===== src/rtl/hazard_ctrl.sv =====
// Pipeline hazard controller: stall/flush generation, operand forwarding selects,
// memory-wait watchdog and saturating stall/flush performance counters.
module hazard_ctrl #(
    parameter int CNT_WD      = 32,
    parameter int MEM_TIMEOUT = 255
) (
    input  logic              clk,
    input  logic              reset,
    input  logic [10:0]       d_to_h_bus,
    input  logic              decode_valid,
    input  logic              bj_taken,
    input  logic              e_valid,
    input  logic              e_rf_we,
    input  logic              e_is_load,
    input  logic [4:0]        e_rf_dest,
    input  logic [4:0]        e_rs1_addr,
    input  logic [4:0]        e_rs2_addr,
    input  logic              m_valid,
    input  logic              m_rf_we,
    input  logic              m_is_load,
    input  logic              m_mem_access,
    input  logic [4:0]        m_rf_dest,
    input  logic              w_rf_we,
    input  logic [4:0]        w_rf_dest,
    input  logic              dmem_ready,
    input  logic              perf_clr,
    output logic              stall_fetch,
    output logic              stall_decode,
    output logic              stall_execute,
    output logic              stall_memory,
    output logic              flush_decode,
    output logic              flush_execute,
    output logic [1:0]        forward_rs1_select_d,
    output logic [1:0]        forward_rs2_select_d,
    output logic [1:0]        forward_rs1_select_e,
    output logic [1:0]        forward_rs2_select_e,
    output logic [CNT_WD-1:0] stall_cnt,
    output logic [CNT_WD-1:0] flush_cnt,
    output logic              mem_timeout
);

    typedef enum logic {RUN, MEM_WAIT} state_t;

    localparam logic [7:0]        TO_LIM  = 8'(MEM_TIMEOUT);
    localparam logic [CNT_WD-1:0] CNT_ONE = 1;

    function automatic logic src_hit(input logic [4:0] src, input logic vld,
                                     input logic we, input logic [4:0] dest);
        return (src != 5'd0) && vld && we && (dest == src);
    endfunction

    // A load still in memory has no data yet, so it must not fall back to writeback.
    function automatic logic [1:0] fwd_sel(input logic m_hit, input logic m_load,
                                           input logic w_hit);
        if (m_hit)
            return m_load ? 2'b00 : 2'b10;
        else if (w_hit)
            return 2'b01;
        else
            return 2'b00;
    endfunction

    function automatic logic [CNT_WD-1:0] sat_inc(input logic [CNT_WD-1:0] v);
        return (&v) ? v : v + CNT_ONE;
    endfunction

    logic       need_use_rs;
    logic [4:0] rs1_addr, rs2_addr;
    logic       e_hit1, e_hit2, m_hit1, m_hit2, w_hit1, w_hit2;
    logic       me_hit1, me_hit2, we_hit1, we_hit2;
    logic       load_use, br_dep, hz, mem_busy;

    assign need_use_rs = d_to_h_bus[10];
    assign rs1_addr    = d_to_h_bus[9:5];
    assign rs2_addr    = d_to_h_bus[4:0];

    assign e_hit1  = src_hit(rs1_addr, e_valid, e_rf_we, e_rf_dest);
    assign e_hit2  = src_hit(rs2_addr, e_valid, e_rf_we, e_rf_dest);
    assign m_hit1  = src_hit(rs1_addr, m_valid, m_rf_we, m_rf_dest);
    assign m_hit2  = src_hit(rs2_addr, m_valid, m_rf_we, m_rf_dest);
    assign w_hit1  = src_hit(rs1_addr, 1'b1, w_rf_we, w_rf_dest);
    assign w_hit2  = src_hit(rs2_addr, 1'b1, w_rf_we, w_rf_dest);
    assign me_hit1 = src_hit(e_rs1_addr, m_valid, m_rf_we, m_rf_dest);
    assign me_hit2 = src_hit(e_rs2_addr, m_valid, m_rf_we, m_rf_dest);
    assign we_hit1 = src_hit(e_rs1_addr, 1'b1, w_rf_we, w_rf_dest);
    assign we_hit2 = src_hit(e_rs2_addr, 1'b1, w_rf_we, w_rf_dest);

    assign load_use = decode_valid && e_is_load && (e_hit1 || e_hit2);
    // Branches resolve in decode, so they also wait on ALU results still in execute.
    assign br_dep   = decode_valid && need_use_rs &&
                      (e_hit1 || e_hit2 || (m_is_load && (m_hit1 || m_hit2)));
    assign hz       = load_use || br_dep;
    assign mem_busy = m_valid && m_mem_access && !dmem_ready;

    assign stall_fetch   = hz || mem_busy;
    assign stall_decode  = hz || mem_busy;
    assign stall_execute = mem_busy;
    assign stall_memory  = mem_busy;
    assign flush_execute = hz && !mem_busy;
    assign flush_decode  = bj_taken && !hz && !mem_busy;

    assign forward_rs1_select_d = fwd_sel(m_hit1, m_is_load, w_hit1);
    assign forward_rs2_select_d = fwd_sel(m_hit2, m_is_load, w_hit2);
    assign forward_rs1_select_e = fwd_sel(me_hit1, m_is_load, we_hit1);
    assign forward_rs2_select_e = fwd_sel(me_hit2, m_is_load, we_hit2);

    state_t     state_q;
    logic [7:0] wait_cnt_q, wait_cnt_d;
    logic       mem_timeout_q;

    assign wait_cnt_d = (wait_cnt_q == TO_LIM) ? wait_cnt_q : wait_cnt_q + 8'd1;

    always_ff @(posedge clk or posedge reset) begin
        if (reset) begin
            state_q       <= RUN;
            wait_cnt_q    <= 8'd0;
            mem_timeout_q <= 1'b0;
        end else begin
            case (state_q)
                RUN: begin
                    wait_cnt_q <= 8'd0;
                    if (mem_busy)
                        state_q <= MEM_WAIT;
                end
                MEM_WAIT: begin
                    wait_cnt_q <= wait_cnt_d;
                    if (wait_cnt_d == TO_LIM)
                        mem_timeout_q <= 1'b1;
                    if (dmem_ready || !m_valid)
                        state_q <= RUN;
                end
                default: state_q <= RUN;
            endcase
        end
    end

    assign mem_timeout = mem_timeout_q;

    logic [CNT_WD-1:0] stall_cnt_q, stall_cnt_d;
    logic [CNT_WD-1:0] flush_cnt_q, flush_cnt_d;

    always_comb begin
        stall_cnt_d = stall_cnt_q;
        flush_cnt_d = flush_cnt_q;
        if (perf_clr) begin
            stall_cnt_d = '0;
            flush_cnt_d = '0;
        end else begin
            if (stall_decode)
                stall_cnt_d = sat_inc(stall_cnt_q);
            if (flush_decode)
                flush_cnt_d = sat_inc(flush_cnt_q);
        end
    end

    always_ff @(posedge clk or posedge reset) begin
        if (reset) begin
            stall_cnt_q <= '0;
            flush_cnt_q <= '0;
        end else begin
            stall_cnt_q <= stall_cnt_d;
            flush_cnt_q <= flush_cnt_d;
        end
    end

    assign stall_cnt = stall_cnt_q;
    assign flush_cnt = flush_cnt_q;

endmodule


===== config.mk =====
export PLATFORM = sky130hd
export DESIGN_NAME = hazard_ctrl
export DESIGN_NICKNAME = d
export VERILOG_FILES = /design/src/rtl/hazard_ctrl.sv
export SDC_FILE = /design/constraint.sdc
export NUM_CORES = 1
export LEC_CHECK = 0
export BUFFER_PORTS_ARGS = -buffer_cell sky130_fd_sc_hd__buf_2
export CORE_MARGIN = 8
export CORE_UTILIZATION = 54
export DETAILED_ROUTE_END_ITERATION = 12
export PLACE_DENSITY = 0.91
export REMOVE_ABC_BUFFERS = 1
export SLEW_MARGIN = 5
export SYNTH_ARGS = -nofsm -noshare
export SYNTH_HDL_FRONTEND = slang
export SYNTH_SLANG_ARGS = --single-unit

===== constraint.sdc =====
create_clock -name clk -period 2.8 [get_ports clk]
set_input_delay 0.28 -clock clk [delete_from_list [all_inputs] [get_ports clk]]
set_output_delay 0.28 -clock clk [all_outputs]
set_load 0.02 [all_outputs]

# Word level (Yosys, flattened, before mapping)
# Index checks and enable logic that the tools add are counted.
[op_classes]
muxes = 20
n_eq_ne = 14
addsub = 3
n_lt_le_gt_ge = 0
reduce_logical = 57
bitwise = 1
n_div = 0
shift = 0
multipliers = 0
[ops]
columns = ["op", "count"]
rows = [
  ["32-bit 2-to-1 mux", 6],
  ["32-bit by 1-bit adder with 32-bit output (second input constant)", 2],
  ["32-bit AND reduction", 2],
  ["5-bit == test", 10],
  ["1-bit logical AND", 36],
  ["5-bit nonzero test", 4],
  ["8-bit == test (second input constant)", 2],
  ["8-bit one-hot mux with 2 select lines", 1],
  ["2-bit 2-to-1 mux", 5],
  ["8-bit by 1-bit adder with 8-bit output (second input constant)", 1],
  ["8-bit 2-to-1 mux", 1],
  ["1-bit logical OR", 6],
  ["1-bit 2-to-1 mux", 6],
  ["2-bit AND reduction", 3],
  ["1-bit zero test", 4],
  ["2-bit inequality test (second input constant)", 2],
  ["2-bit nonzero test", 2],
  ["1-bit one-hot mux with 2 select lines", 1],
  ["1-bit inverter", 1],
]
[word_totals]
inputBits = 50
memories = 0
latch_bits = 0
mem_bits_rw = 0
rom_bits = 0
register_bits = 74
word_cells = 100

# Logic depth before layout (Yosys ltp)
# Gate-level depths: netlist of run 1.
[depth]
ltp_word = 14
mapped_depth = 10
ltp_nobuf = 8

# Least setup slack after synthesis of run 1
# OpenSTA, ideal clock, no wires.
[synth_path]
kind = "input to output"
from = "in d_to_h_bus[6]"
to = "out flush_decode"
t_required_ps = 2520
stages = 9
path_slack_ps = 244
arrival_time_ps = 2276
path_buffers = 3
cell_sequence = "or4_1 > nor2_2 > nor4_1 > o2111a_1 > nor3_1 > buf_2 > buf_2 > buf_2 > and2_1"
[synth_via]
elab_chain_len = 12
[synth_lines]
columns = ["item", "line_no", "rtl"]
rows = [
  ["from (decl)", "9", "input logic [10:0] d_to_h_bus,"],
  ["5-bit nonzero test", "49", "return (src != 5'd0) && vld && we && (dest == src);"],
  ["1-bit logical AND (3 in series)", "49", ""],
  ["1-bit logical OR", "91", "(e_hit1 || e_hit2 || (m_is_load && (m_hit1 || m_hit2)));"],
  ["1-bit logical AND", "91", ""],
  ["1-bit logical OR", "91", ""],
  ["1-bit logical AND", "90", "assign br_dep = decode_valid && need_use_rs &&"],
  ["1-bit logical OR (*)", "92", "assign hz = load_use || br_dep;"],
  ["1-bit zero test (*)", "100", "assign flush_decode = bj_taken && !hz && !mem_busy;"],
  ["1-bit logical AND (*) (2 in series)", "100", ""],
  ["to (decl)", "31", "output logic flush_decode,"],
]
# Every way passes the cells marked *; elsewhere a longest branch is shown, timed or not.

# Final worst setup path of run 1
[layout_path]
from = "reg flush_cnt_q[3], in the netlist flush_cnt[3]"
to = "reg flush_cnt_q[27], in the netlist flush_cnt[27]"
[layout_via]
elab_chain_len = 4
[layout_lines]
columns = ["item", "line_no", "rtl"]
rows = [
  ["from (decl)", "140", "logic [CNT_WD-1:0] flush_cnt_q, flush_cnt_d;"],
  ["from (signal assigned)", "162", "flush_cnt_q <= flush_cnt_d;"],
  ["32-bit by 1-bit adder with 32-bit output", "64", "return (&v) ? v : v + CNT_ONE;"],
  ["32-bit 2-to-1 mux", "64", ""],
  ["32-bit 2-to-1 mux", "151", "if (flush_decode)"],
  ["32-bit 2-to-1 mux", "145", "if (perf_clr) begin"],
]
# Several ways; a longest one is shown, not always the timed one. The select of a mux whose other input is x is not followed.
# A chain may end at the register's enable or synchronous reset.

==> key figures, run 1 <==
Cells and area
  – Non-filler cells, final: roughly 800
  – Antenna cells: 0
  – Fillers: 705
  – Synthesis-to-layout area growth: 21.6%
  – Layout Nets: approximately 760
  – Multi-input gate area: just under 3000 µm²
  – Register area: around 1900 µm²
  – Layout cells sized above 1: 27.4%

Drt
  – Vias per std cell: approximately 6.4
  – Via count: ~5,300
  – Antenna-violating nets left: 0
  – WL/cell: 18.6 µm
  – DR DRC count: 0
  – DRT iter0 DRCs: roughly 470
  – DR pass1 iterations: 5
  – Final wirelength: ~15,000 µm

Placed design
  – Final GP Congestion: around 0.97
  – Dpl hpwl: 11,100 µm
  – Placed cells: about 800
  – Buffers on Ports: about 130

STA
  – Fin crit share: 95.8%
  – Slew HR: between 50% and 60%
  – Unrepaired setup endpoints after global routing: no
  – Post-route minimum period: ~2.7 ns
  – Final Hold Vio Count: 0
  – Max Clock Skew: 0.0112 ns
  – Final-report setup violation count: 0
  – Measured slew at the worst slew-check pin: about 0.73 ns
  – Max Slew Vio Count: 0
  – Fmax: 373 MHz
  – Setup TNS: 0 ns

Synth
  – Post-Syn Area: roughly 5000 µm²
  – YS warnings: 0
  – Seq/Total Area, Yosys: about 37%
  – Cells after synthesis: just under 600
  – Synth unique cells: 43
  – Synth Area per Inst: 8.64 µm²
  – Flops & latches, synth: 74

Floorplan
  – I/O pin cnt: 129
  – Vertical die dimension: 112 µm
  – Cell Rows: 35
  – Core area: just over 9000 µm²
  – Die width: 112 µm
  – Initial Util: 55.0%
  – Die area: between 10,000 and 15,000 µm²

Critical path
  – Crit Path Category: register to register
  – Critical Path Source Type: register
  – CP arrival: roughly 2.9 ns
  – Crit Path Max Fanout: 7
  – Worst R2R Start: flush_cnt[3]$_DFFE_PP0P_
  – CP Data Required Time: approximately 3.0 ns
  – Crit-path cells: and4_1, and4_1, nor3b_1, nand3_1, a311o_1, buf_4, nor3_1, mux2_2
  – Most frequent cell on the critical path: and4_1
  – Crit-path slowest cell: dfrtp_1
  – CP startpoint: flush_cnt[3]$_DFFE_PP0P_
  – Max incr delay on CP: 0.44 ns
  – CP Capture Type: register

CTS
  – CTS tree: built
  – Total CTS buffers: 9
  – Total clock sinks: 74
  – Root buf cell: clkbuf_8
  – Clock buffer depth: 2
  – Htree depth: 3
  – Worst skew pair latency: 0.35 ns
  – Reg clk slew, reported paths: approximately 0.090 ns

Power and ir drop
  – VDD IR max: approximately 0.00050 V
  – Leakage: around 0.0027 µW
  – Power Density: between 300 and 400 nW/µm²

Min path
  – Hold/Removal Path Class: primary input to async pin

Status
  – Status: finished, final reports clean

GRT
  – Total grt overflow: 0
  – Initial antenna violation count: 0
  – Pin count of the biggest net entering global routing: 56
  – First-pass GRT wire length: about 24,000 µm
  – Vias in the first global route: 5,042
  – GRT Total Usage: between 20% and 30%

Run
  – Max-Cap Viols: 0
metal layers:
metal | GRT usage [%] | wire length [µm]
met5 | 0 | 0
met4 | 12.6 | 699
met3 | 4.46 | 1250
met2 | 40.3 | 7420
met1 | 26.4 | 5910
cell families (layout without fill, tap and decap cells):
family	Yosys count	after routing	share of synthesized area [%]
AO/OA/AOI/OAI	99	99	12.3
buffers and inverters	47	176	3.82
XOR/XNOR	54	54	9.44
multiplexers	24	24	5.37
AND/OR/NAND/NOR	279	279	31.4
flip-flops	74	74	37.0
adder cells (fa/ha/maj)	3	3	0.749
power breakdown:
part           switching [µW]  internal, µW
sequential               6.33          1070
clock                     413           524
combinational             169           107
synth_stat cells:
| cell | number | area, µm² |
|---|---|---|
| a2111oi_0 | 2 | 17.5 |
| xnor2_1 | 37 | 324 |
| a311oi_1 | 1 | 8.76 |
| buf_1 | 3 | 11.3 |
| nand3_1 | 28 | 140 |
| nor2b_1 | 26 | 163 |
| o21ba_2 | 1 | 10.0 |
| a31oi_1 | 1 | 6.26 |
| o21ai_0 | 14 | 70.1 |
| nor2_2 | 2 | 12.5 |
| o2111a_1 | 1 | 11.3 |
| nor4_1 | 16 | 100 |
| o21bai_1 | 1 | 7.51 |
| ha_1 | 3 | 37.5 |
| nor3_1 | 13 | 65.1 |
| a311o_1 | 1 | 10.0 |
| clkbuf_1 | 26 | 97.6 |
| dfrtp_1 | 74 | 1850 |
| nand2b_1 | 1 | 6.26 |
| xor2_1 | 17 | 149 |
| a21oi_1 | 44 | 220 |
| or3_1 | 13 | 81.3 |
| nand2_1 | 38 | 143 |
| o2111ai_1 | 2 | 17.5 |
| nor3b_1 | 3 | 22.5 |
| buf_4 | 2 | 15.0 |
| nand4_1 | 26 | 163 |
| nor4bb_1 | 2 | 20.0 |
| and3_1 | 13 | 81.3 |
| nor2_1 | 44 | 165 |
| or4_1 | 33 | 248 |
| and4_1 | 8 | 70.1 |
| mux2_2 | 23 | 259 |
| nand3b_1 | 1 | 7.51 |
| and2_1 | 8 | 50.1 |
| o41ai_1 | 1 | 8.76 |
| inv_1 | 10 | 37.5 |
| a41o_1 | 1 | 10.0 |
| nor4b_1 | 3 | 26.3 |
| o31ai_1 | 29 | 218 |
| nand4b_1 | 1 | 8.76 |
| mux2i_1 | 1 | 10.0 |
| buf_2 | 6 | 30.0 |
sequential cells by signal, summed over array words and instances, names as in the netlist:
signal,cells
flush_cnt,32
wait_cnt_q,8
mem_timeout,1
state_q,1
stall_cnt,32
through the flow:
step	utilization [%]	area, µm²	worst slack (ns)	total power (µW)	hold WS [ns]
finish	66.9	6100	0.116	2290	0.0523
global route	66.9	6100	0.0656	2360	0.0992
CTS	66.6	6070	0.145	2290	0.0677
detailed placement	64.2	5850	-0.00938	1370	0.449
global placement	64.2	5850	0.0958	1350	0.435
floorplan	-	4860	-2.24	1230	0.343
area by class of cell:
type	count	share of cell area (%)
inverter	10	0.616
timing repair buffer	150	14.2
multi-input combinational	459	49.0
sequential	74	30.4
tap	111	2.28
clock buffer	11	2.32
clock inverter	5	1.27
path summary, 6_finish.rpt:
check,cells past startpoint,end,slack (ns)
setup / recovery,8,flush_cnt[27]$_DFFE_PP0P_,0.12
hold / removal,2,stall_cnt[4]$_DFFE_PP0P_,0.05
setup reg to reg,8,flush_cnt[27]$_DFFE_PP0P_,0.12
hold reg to reg,1,mem_timeout$_DFFE_PP0P_,0.47
max in group asynchronous,3,flush_cnt[5]$_DFFE_PP0P_,2.07
min in group clk,2,state_q$_DFF_PP0_,0.10
cells in the final DEF, fill, tap and decap left out, types with 8 or more instances in the layout:
cell / Yosys / layout
clkbuf_8: 0 / 10
o31ai_1: 29 / 29
and4_1: 8 / 8
nor2b_1: 26 / 26
xor2_1: 17 / 17
and2_1: 8 / 8
or3_1: 13 / 13
nand2_1: 38 / 38
and3_1: 13 / 13
mux2_2: 23 / 23
xnor2_1: 37 / 37
inv_1: 10 / 9
nor2_1: 44 / 44
nor4_1: 16 / 16
a21oi_1: 44 / 44
o21ai_0: 14 / 14
buf_4: 2 / 17
buf_2: 6 / 128
dfrtp_1: 74 / 74
nand3_1: 28 / 28
nand4_1: 26 / 26
or4_1: 33 / 33
nor3_1: 13 / 11
critical path, delay by kind of cell (launching register included):
kind / cells / cell delay (ns)
buf+inv: 1 / 0.16
mux: 1 / 0.37
flops: 1 / 0.44
compound gates: 1 / 0.37
simple gates: 5 / 1.24
timing repair:
action                     in CTS  in global routing
resized for setup               0                  2
hold buffers                    0                  0
setup endpoints to repair       0                  1
setup buffers                   0                  1
hold endpoints to repair        0                  0
No activity file was read; power rests on OpenSTA's default activity.
==> run 2, diff against run 1 <==
Settings changed: CORE_ASPECT_RATIO from default to 1.5, CORE_MARGIN 8 to 2.
==> key figures, run 2 (synthesis gave the netlist of run 1 again) <==
Status
  – Status: finished, final reports clean

Drt
  – DRT iter0 DRCs: 341 (-27%)
  – WL/cell: 17.0 µm (-8.6%)
  – Max layer used: met4
  – Antenna-violating nets left: 0 (unchanged)
  – Final wirelength: 13,900 µm (-9.0%)
  – Met2 Routed Length: 7320 µm (-1.3%)
  – Vias per std cell: 6.28 (-2.4%)
  – DR pass1 iterations: 5 (unchanged)
  – Post-Route M1 WL: 5230 µm (-12%)
  – Via count: 5,125 (-2.9%)
  – Met3 routed WL: 940 µm (-25%)
  – DR DRC count: 0 (unchanged)

GRT
  – Initial antenna violation count: 0 (unchanged)
  – Pin count of the biggest net entering global routing: 89 (+59%)
  – First-pass GRT wire length: 22,100 µm (-9.0%)
  – Total grt overflow: 0 (unchanged)
  – GRT Total Usage: 28.0% (+4.8 points)
  – Vias in the first global route: 4,896 (-2.9%)

STA
  – Measured slew at the worst slew-check pin: 0.641 ns (-0.0904 ns)
  – PnR worst setup slack: 0.177 ns (+0.0606 ns)
  – Max Clock Skew: 0.00620 ns (-0.00501 ns)
  – Unrepaired setup endpoints after global routing: no
  – Final-report setup violation count: 0 (unchanged)
  – Post-route minimum period: 2.62 ns (-0.0606 ns)
  – Max Slew Vio Count: 0 (unchanged)
  – Final Hold Vio Count: 0 (unchanged)
  – Fin crit share: 93.7% (-2.2 points)
  – Setup TNS: 0 ns (unchanged)
  – Slew HR: 56.2% (+5.0 points)
  – Fmax: 381 MHz (+2.3%)
  – Hold WS: 0.0412 ns (-0.0110 ns)

Critical path
  – CP Data Required Time: 3.02 ns (-0.02 ns)
  – Crit Path Max Fanout: 7 (unchanged)
  – CP arrival: 2.84 ns (-0.08 ns)
  – CP Capture Type: register
  – Critical Path Source Type: register
  – Crit Path Category: register to register

CTS
  – Clock buffer depth: 2 (unchanged)
  – Total clock sinks: 74 (unchanged)
  – Post-CTS Hold Buffers: 0 (unchanged)
  – Total CTS buffers: 9 (unchanged)
  – Htree depth: 3 (unchanged)
  – Root buf cell: clkbuf_16
  – Reg clk slew, reported paths: 0.06 ns (-0.03 ns)
  – Worst skew pair latency: 0.34 ns (about the same)
  – CTS tree: built
  – Resized Gates After CTS: 0 (unchanged)
  – Post CTS Setup Buffer Count: 0 (unchanged)

Placed design
  – Post-place setup slack: 0.0444 ns (+0.0538 ns)
  – Placed cells: 801 (-0.12%)
  – Buffers on Ports: 128 (unchanged)
  – Dpl hpwl: 10,200 µm (-7.8%)
  – Final GP Congestion: 0.940 (-3.5%)

Cells and area
  – Synthesis-to-layout area growth: 22.2%
  – Fillers: 736 (+4.4%)
  – Highest-count cells in the layout ignoring fill and taps: buf_2, dfrtp_1, nor2_1, a21oi_1, nand2_1
  – Register area: 1850 µm² (unchanged)
  – Multi-input gate area: 2980 µm² (-0.21%)
  – Non-filler cells, final: 816 (-0.49%)
  – Commonest non-fill, non-tap cell in the layout: buf_2
  – Fin util: 67.0% (about the same)
  – Layout Nets: 753 (-0.53%)
  – Layout cells sized above 1: 27.0% (-0.37 points)
  – Antenna cells: 0 (unchanged)

Power and ir drop
  – VDD IR max: 0.000315 V (-37%)
  – Leakage: 0.00273 µW (+0.40%)
  – Power Density: 413 nW/µm² (+9.8%)

Floorplan
  – Die area: 10,100 µm² (-20%)
  – Core area: 9150 µm² (+0.41%)
  – Die width: 82.7 µm (-26%)
  – Cell Rows: 43 (+23%)
  – Initial Util: 54.8% (-0.23 points)
  – I/O pin cnt: 129 (unchanged)
  – Vertical die dimension: 122 µm (+8.6%)

Run
  – Max-Cap Viols: 0 (unchanged)

Min path
  – Hold/Removal Path Class: primary input to async pin
run 2: cell count changes in the layout (fill, tap and decap cells not counted), sizes merged:
cell,before,now
bufinv,2,1
buf,149,146
clkbuf,12,11
run 2: through the flow:
step | power (µW) | cell area [µm²]
6_report | 2530 | 6120
5_1_grt | 2610 | 6120
3_3_place_gp | 1350 | 5820
3_5_place_dp | 1360 | 5820
2_1_floorplan | 1230 | 4860
4_1_cts | 2530 | 6120
run 2: layout make-up:
| cell class | instances | share of cell area [%] |
|---|---|---|
| clock inverter | 4 | 0.838 |
| tap | 112 | 2.29 |
| timing repair buffer | 146 | 13.3 |
| clock buffer | 11 | 4.13 |
| inverter | 10 | 0.613 |
| multi-input combinational | 459 | 48.6 |
| sequential | 74 | 30.2 |
run 2: path summary, 6_finish.rpt:
check	to	depth (start not counted)	start	slack, ns
setup / recovery	flush_cnt[31]$_DFFE_PP0P_	7	flush_cnt[3]$_DFFE_PP0P_	0.18
hold / removal	flush_cnt[7]$_DFFE_PP0P_	3	reset	0.04
setup reg to reg	flush_cnt[31]$_DFFE_PP0P_	7	flush_cnt[3]$_DFFE_PP0P_	0.18
hold reg to reg	mem_timeout$_DFFE_PP0P_	1	mem_timeout$_DFFE_PP0P_	0.50
max in group asynchronous	flush_cnt[1]$_DFFE_PP0P_	3	reset	2.36
min in group clk	state_q$_DFF_PP0_	2	dmem_ready	0.12
run 2: power by group:
group	switching, µW	internal, µW	total [µW]
clock network	454	733	1190
registers	6.79	1070	1080
logic	159	102	261
run 2: worst max-delay path: stages, from the launching register on:
cell     delay (ns)
dfrtp_1        0.45
and4_1         0.27
and4_1         0.24
nor3b_1        0.28
nand3_1        0.13
a311o_1        0.42
nor4b_1        0.35
mux2_2         0.37
run 2: layer usage:
metal	up-vias	track usage, %
met1	2478	32.0
li1	2395	-
met4	0	13.1
met5	-	0
met2	212	48.7
met3	40	5.78
==> run 3, diff against run 2 <==
Settings changed: ABC_AREA from default to 1, CORE_UTILIZATION 54 to 56, PLACE_DENSITY 0.91 to 0.92.
==> key figures, run 3 <==
CTS
  – Reg clk slew, reported paths: 0.06 ns (about the same)
  – Htree depth: 3 (unchanged)
  – Resized Gates After CTS: 0 (unchanged)
  – Post CTS Setup Buffer Count: 0 (unchanged)
  – Root buf cell: clkbuf_16
  – Total clock sinks: 74 (unchanged)
  – Post-CTS Hold Buffers: 0 (unchanged)
  – Worst skew pair latency: 0.34 ns (about the same)
  – Total CTS buffers: 9 (unchanged)
  – Clock buffer depth: 2 (unchanged)
  – CTS tree: built

Critical path
  – Crit-path cells: ha_1, nand2_1, nor2_1, nand2_1, nor2_1, nand3_1, nand2_2, buf_12, nand2_1, o21ai_1
  – Crit-path slowest cell: dfrtp_1
  – CP arrival: 2.45 ns (-0.39 ns)
  – Max incr delay on CP: 0.41 ns (-0.04 ns)
  – CP Capture Type: register
  – CP top delay family: simple AND/OR/NAND/NOR gates
  – Crit Path Category: register to register
  – Most frequent cell on the critical path: nand2_1
  – Crit path depth: 10 (+3)
  – Crit path buffers/inverters: 1 (+1)
  – R2r worst-path depth: 10 (+3)
  – Crit Path Max Fanout: 60 (+53)
  – R2r setup slk: 0.60 ns (+0.43 ns)
  – CP Data Required Time: 3.06 ns (+0.04 ns)
  – Critical Path Source Type: register

Synth
  – Fraction of registers with async set or reset after synthesis: 100% (unchanged)
  – Synth Area per Inst: 6.69 µm² (-23%)
  – Top cells by area, synth: dfrtp_1, nand2_1, nand3_1, nor2_1, xor2_1
  – Flops & latches, synth: 74 (unchanged)
  – YS warnings: 0 (unchanged)
  – Yosys top cell area share: 31.5% (-5.5 points)
  – Post-synth EDFFs: 0 (unchanged)
  – Synth unique cells: 41 (-4.7%)
  – Post-Syn Area: 5890 µm² (+17%)
  – Most instantiated cells after synthesis: nand2_1, nand3_1, nor2_1, inv_1, dfrtp_1
  – Cells after synthesis: 880 (+52%)
  – Most frequent cell after synthesis: nand2_1
  – Area leader, netlist: dfrtp_1
  – Seq/Total Area, Yosys: 31.5% (-5.5 points)
  – Synth Flop Type: dfrtp_1

Floorplan
  – Vertical die dimension: 130 µm (+6.2%)
  – Cell Rows: 45 (+4.7%)
  – Initial Util: 57.8% (+3.0 points)
  – Core area: 10,200 µm² (+11%)
  – Die width: 87.7 µm (+6.1%)
  – I/O pin cnt: 129 (unchanged)
  – Die area: 11,400 µm² (+13%)

STA
  – Hold WS: 0.0705 ns (+0.0293 ns)
  – Max Clock Skew: 0.00627 ns (+0.0000708 ns)
  – Measured slew at the worst slew-check pin: 0.733 ns (+0.0924 ns)
  – Fmax: 456 MHz (+19%)
  – Max Slew Vio Count: 0 (unchanged)
  – Unrepaired setup endpoints after global routing: no
  – Slew HR: 51.1% (-5.1 points)
  – Setup TNS: 0 ns (unchanged)
  – Fin crit share: 78.4% (-15 points)
  – Final-report setup violation count: 0 (unchanged)
  – Final Hold Vio Count: 0 (unchanged)
  – Post-route minimum period: 2.20 ns (-0.428 ns)

Run
  – Max-Cap Viols: 0 (unchanged)

Drt
  – Antenna-violating nets left: 0 (unchanged)
  – Final wirelength: 16,500 µm (+18%)
  – DR DRC count: 0 (unchanged)
  – Via count: 6,289 (+23%)
  – Max layer used: met4
  – DRT iter0 DRCs: 483 (+42%)
  – Post-Route M1 WL: 6520 µm (+25%)
  – Vias per std cell: 5.50 (-12%)
  – Met2 Routed Length: 8360 µm (+14%)
  – Met3 routed WL: 949 µm (+0.96%)
  – WL/cell: 14.4 µm (-15%)
  – DR pass1 iterations: 5 (unchanged)

Cells and area
  – Non-filler cells, final: 1,144 (+40%)
  – Fillers: 877 (+19%)
  – Layout cells sized above 1: 19.5% (-7.4 points)
  – Highest-count cells in the layout ignoring fill and taps: nand2_1, buf_2, nand3_1
  – Commonest non-fill, non-tap cell in the layout: nand2_1
  – Layout Nets: 1,051 (+40%)
  – Antenna cells: 0 (unchanged)
  – Synthesis-to-layout area growth: 17.6%

Placed design
  – Final GP Congestion: 1.00 (+6.6%)
  – Placed cells: 1,128 (+41%)
  – Buffers on Ports: 128 (unchanged)
  – Dpl hpwl: 12,200 µm (+19%)

GRT
  – First-pass GRT wire length: 27,100 µm (+23%)
  – Pin count of the biggest net entering global routing: 61 (-31%)
  – Total grt overflow: 0 (unchanged)
  – GRT Total Usage: 29.6% (+1.7 points)
  – Vias in the first global route: 5,927 (+21%)
  – Initial antenna violation count: 0 (unchanged)

Power and ir drop
  – VDD IR max: 0.000458 V (+45%)
  – Leakage: 0.00353 µW (+29%)
  – Power Density: 393 nW/µm² (-4.8%)

Status
  – Status: finished, final reports clean

Min path
  – Hold/Removal Path Class: primary input to async pin
-- run 3: cell types whose count changed after synthesis, sizes merged, moves of 21 or more --
cell	previous run	this run
nand3	28	120
nor2b	26	0
a21oi	44	10
mux2	23	0
nor2	46	118
o21ai	14	35
or4	33	0
o31ai	29	0
inv	10	82
nand2	38	248
xor2	17	41
-- run 3: worst paths after layout --
check / start / to
worst max register to register: stall_cnt[0]$_DFFE_PP0P_ / stall_cnt[19]$_DFFE_PP0P_
max in group asynchronous: reset / stall_cnt[25]$_DFFE_PP0P_
worst min register to register: mem_timeout$_DFFE_PP0P_ / mem_timeout$_DFFE_PP0P_
worst max-delay path: stall_cnt[0]$_DFFE_PP0P_ / stall_cnt[19]$_DFFE_PP0P_
min in group clk: dmem_ready / state_q$_DFF_PP0_
worst min-delay path: reset / flush_cnt[14]$_DFFE_PP0P_
-- run 3: logic make-up (layout without fill, tap and decap cells) --
logic type | count (synthesis) | after routing | synth area share, %
xor+xnor | 66 | 66 | 9.82
buf+inv | 112 | 235 | 8.61
simple gates | 564 | 564 | 43.5
compound gates | 60 | 60 | 5.76
mux | 1 | 1 | 0.170
flops | 74 | 74 | 31.5
fa+ha+maj | 3 | 3 | 0.638
-- run 3: cell type report --
type,count,area [µm²],share of cell area (%)
well taps,141,176,2.55
flip-flops and latches,74,1850,26.7
repair buffers,136,726,10.5
inverters,83,312,4.50
clock inverters,4,73.8,1.07
clock buffers,12,256,3.71
multi-input cells,694,3530,50.9
-- run 3: stage by stage --
| stage | power, µW | setup WS [ns] | area, µm² | util [%] |
|---|---|---|---|---|
| after floorplan | 1310 | 0.380 | 5690 | - |
| final | 2720 | 0.605 | 6920 | 67.9 |
| after detailed placement | 1460 | 0.652 | 6590 | 64.7 |
| after global placement | 1460 | 0.723 | 6590 | 64.7 |
| after global routing | 2820 | 0.323 | 6920 | 67.9 |
| after CTS | 2730 | 0.634 | 6920 | 67.9 |
-- run 3: where the power goes --
| part | switching (µW) | internal, µW |
|---|---|---|
| clock | 448 | 829 |
| combinational | 231 | 113 |
| sequential | 18.0 | 1080 |
| total | 696 | 2030 |
-- run 3: metal layers --
layer,GRT usage (%),up-vias
li1,-,3096
met3,4.01,55
met4,12.0,0
met2,52.0,282
met1,36.1,2856
met5,0,-
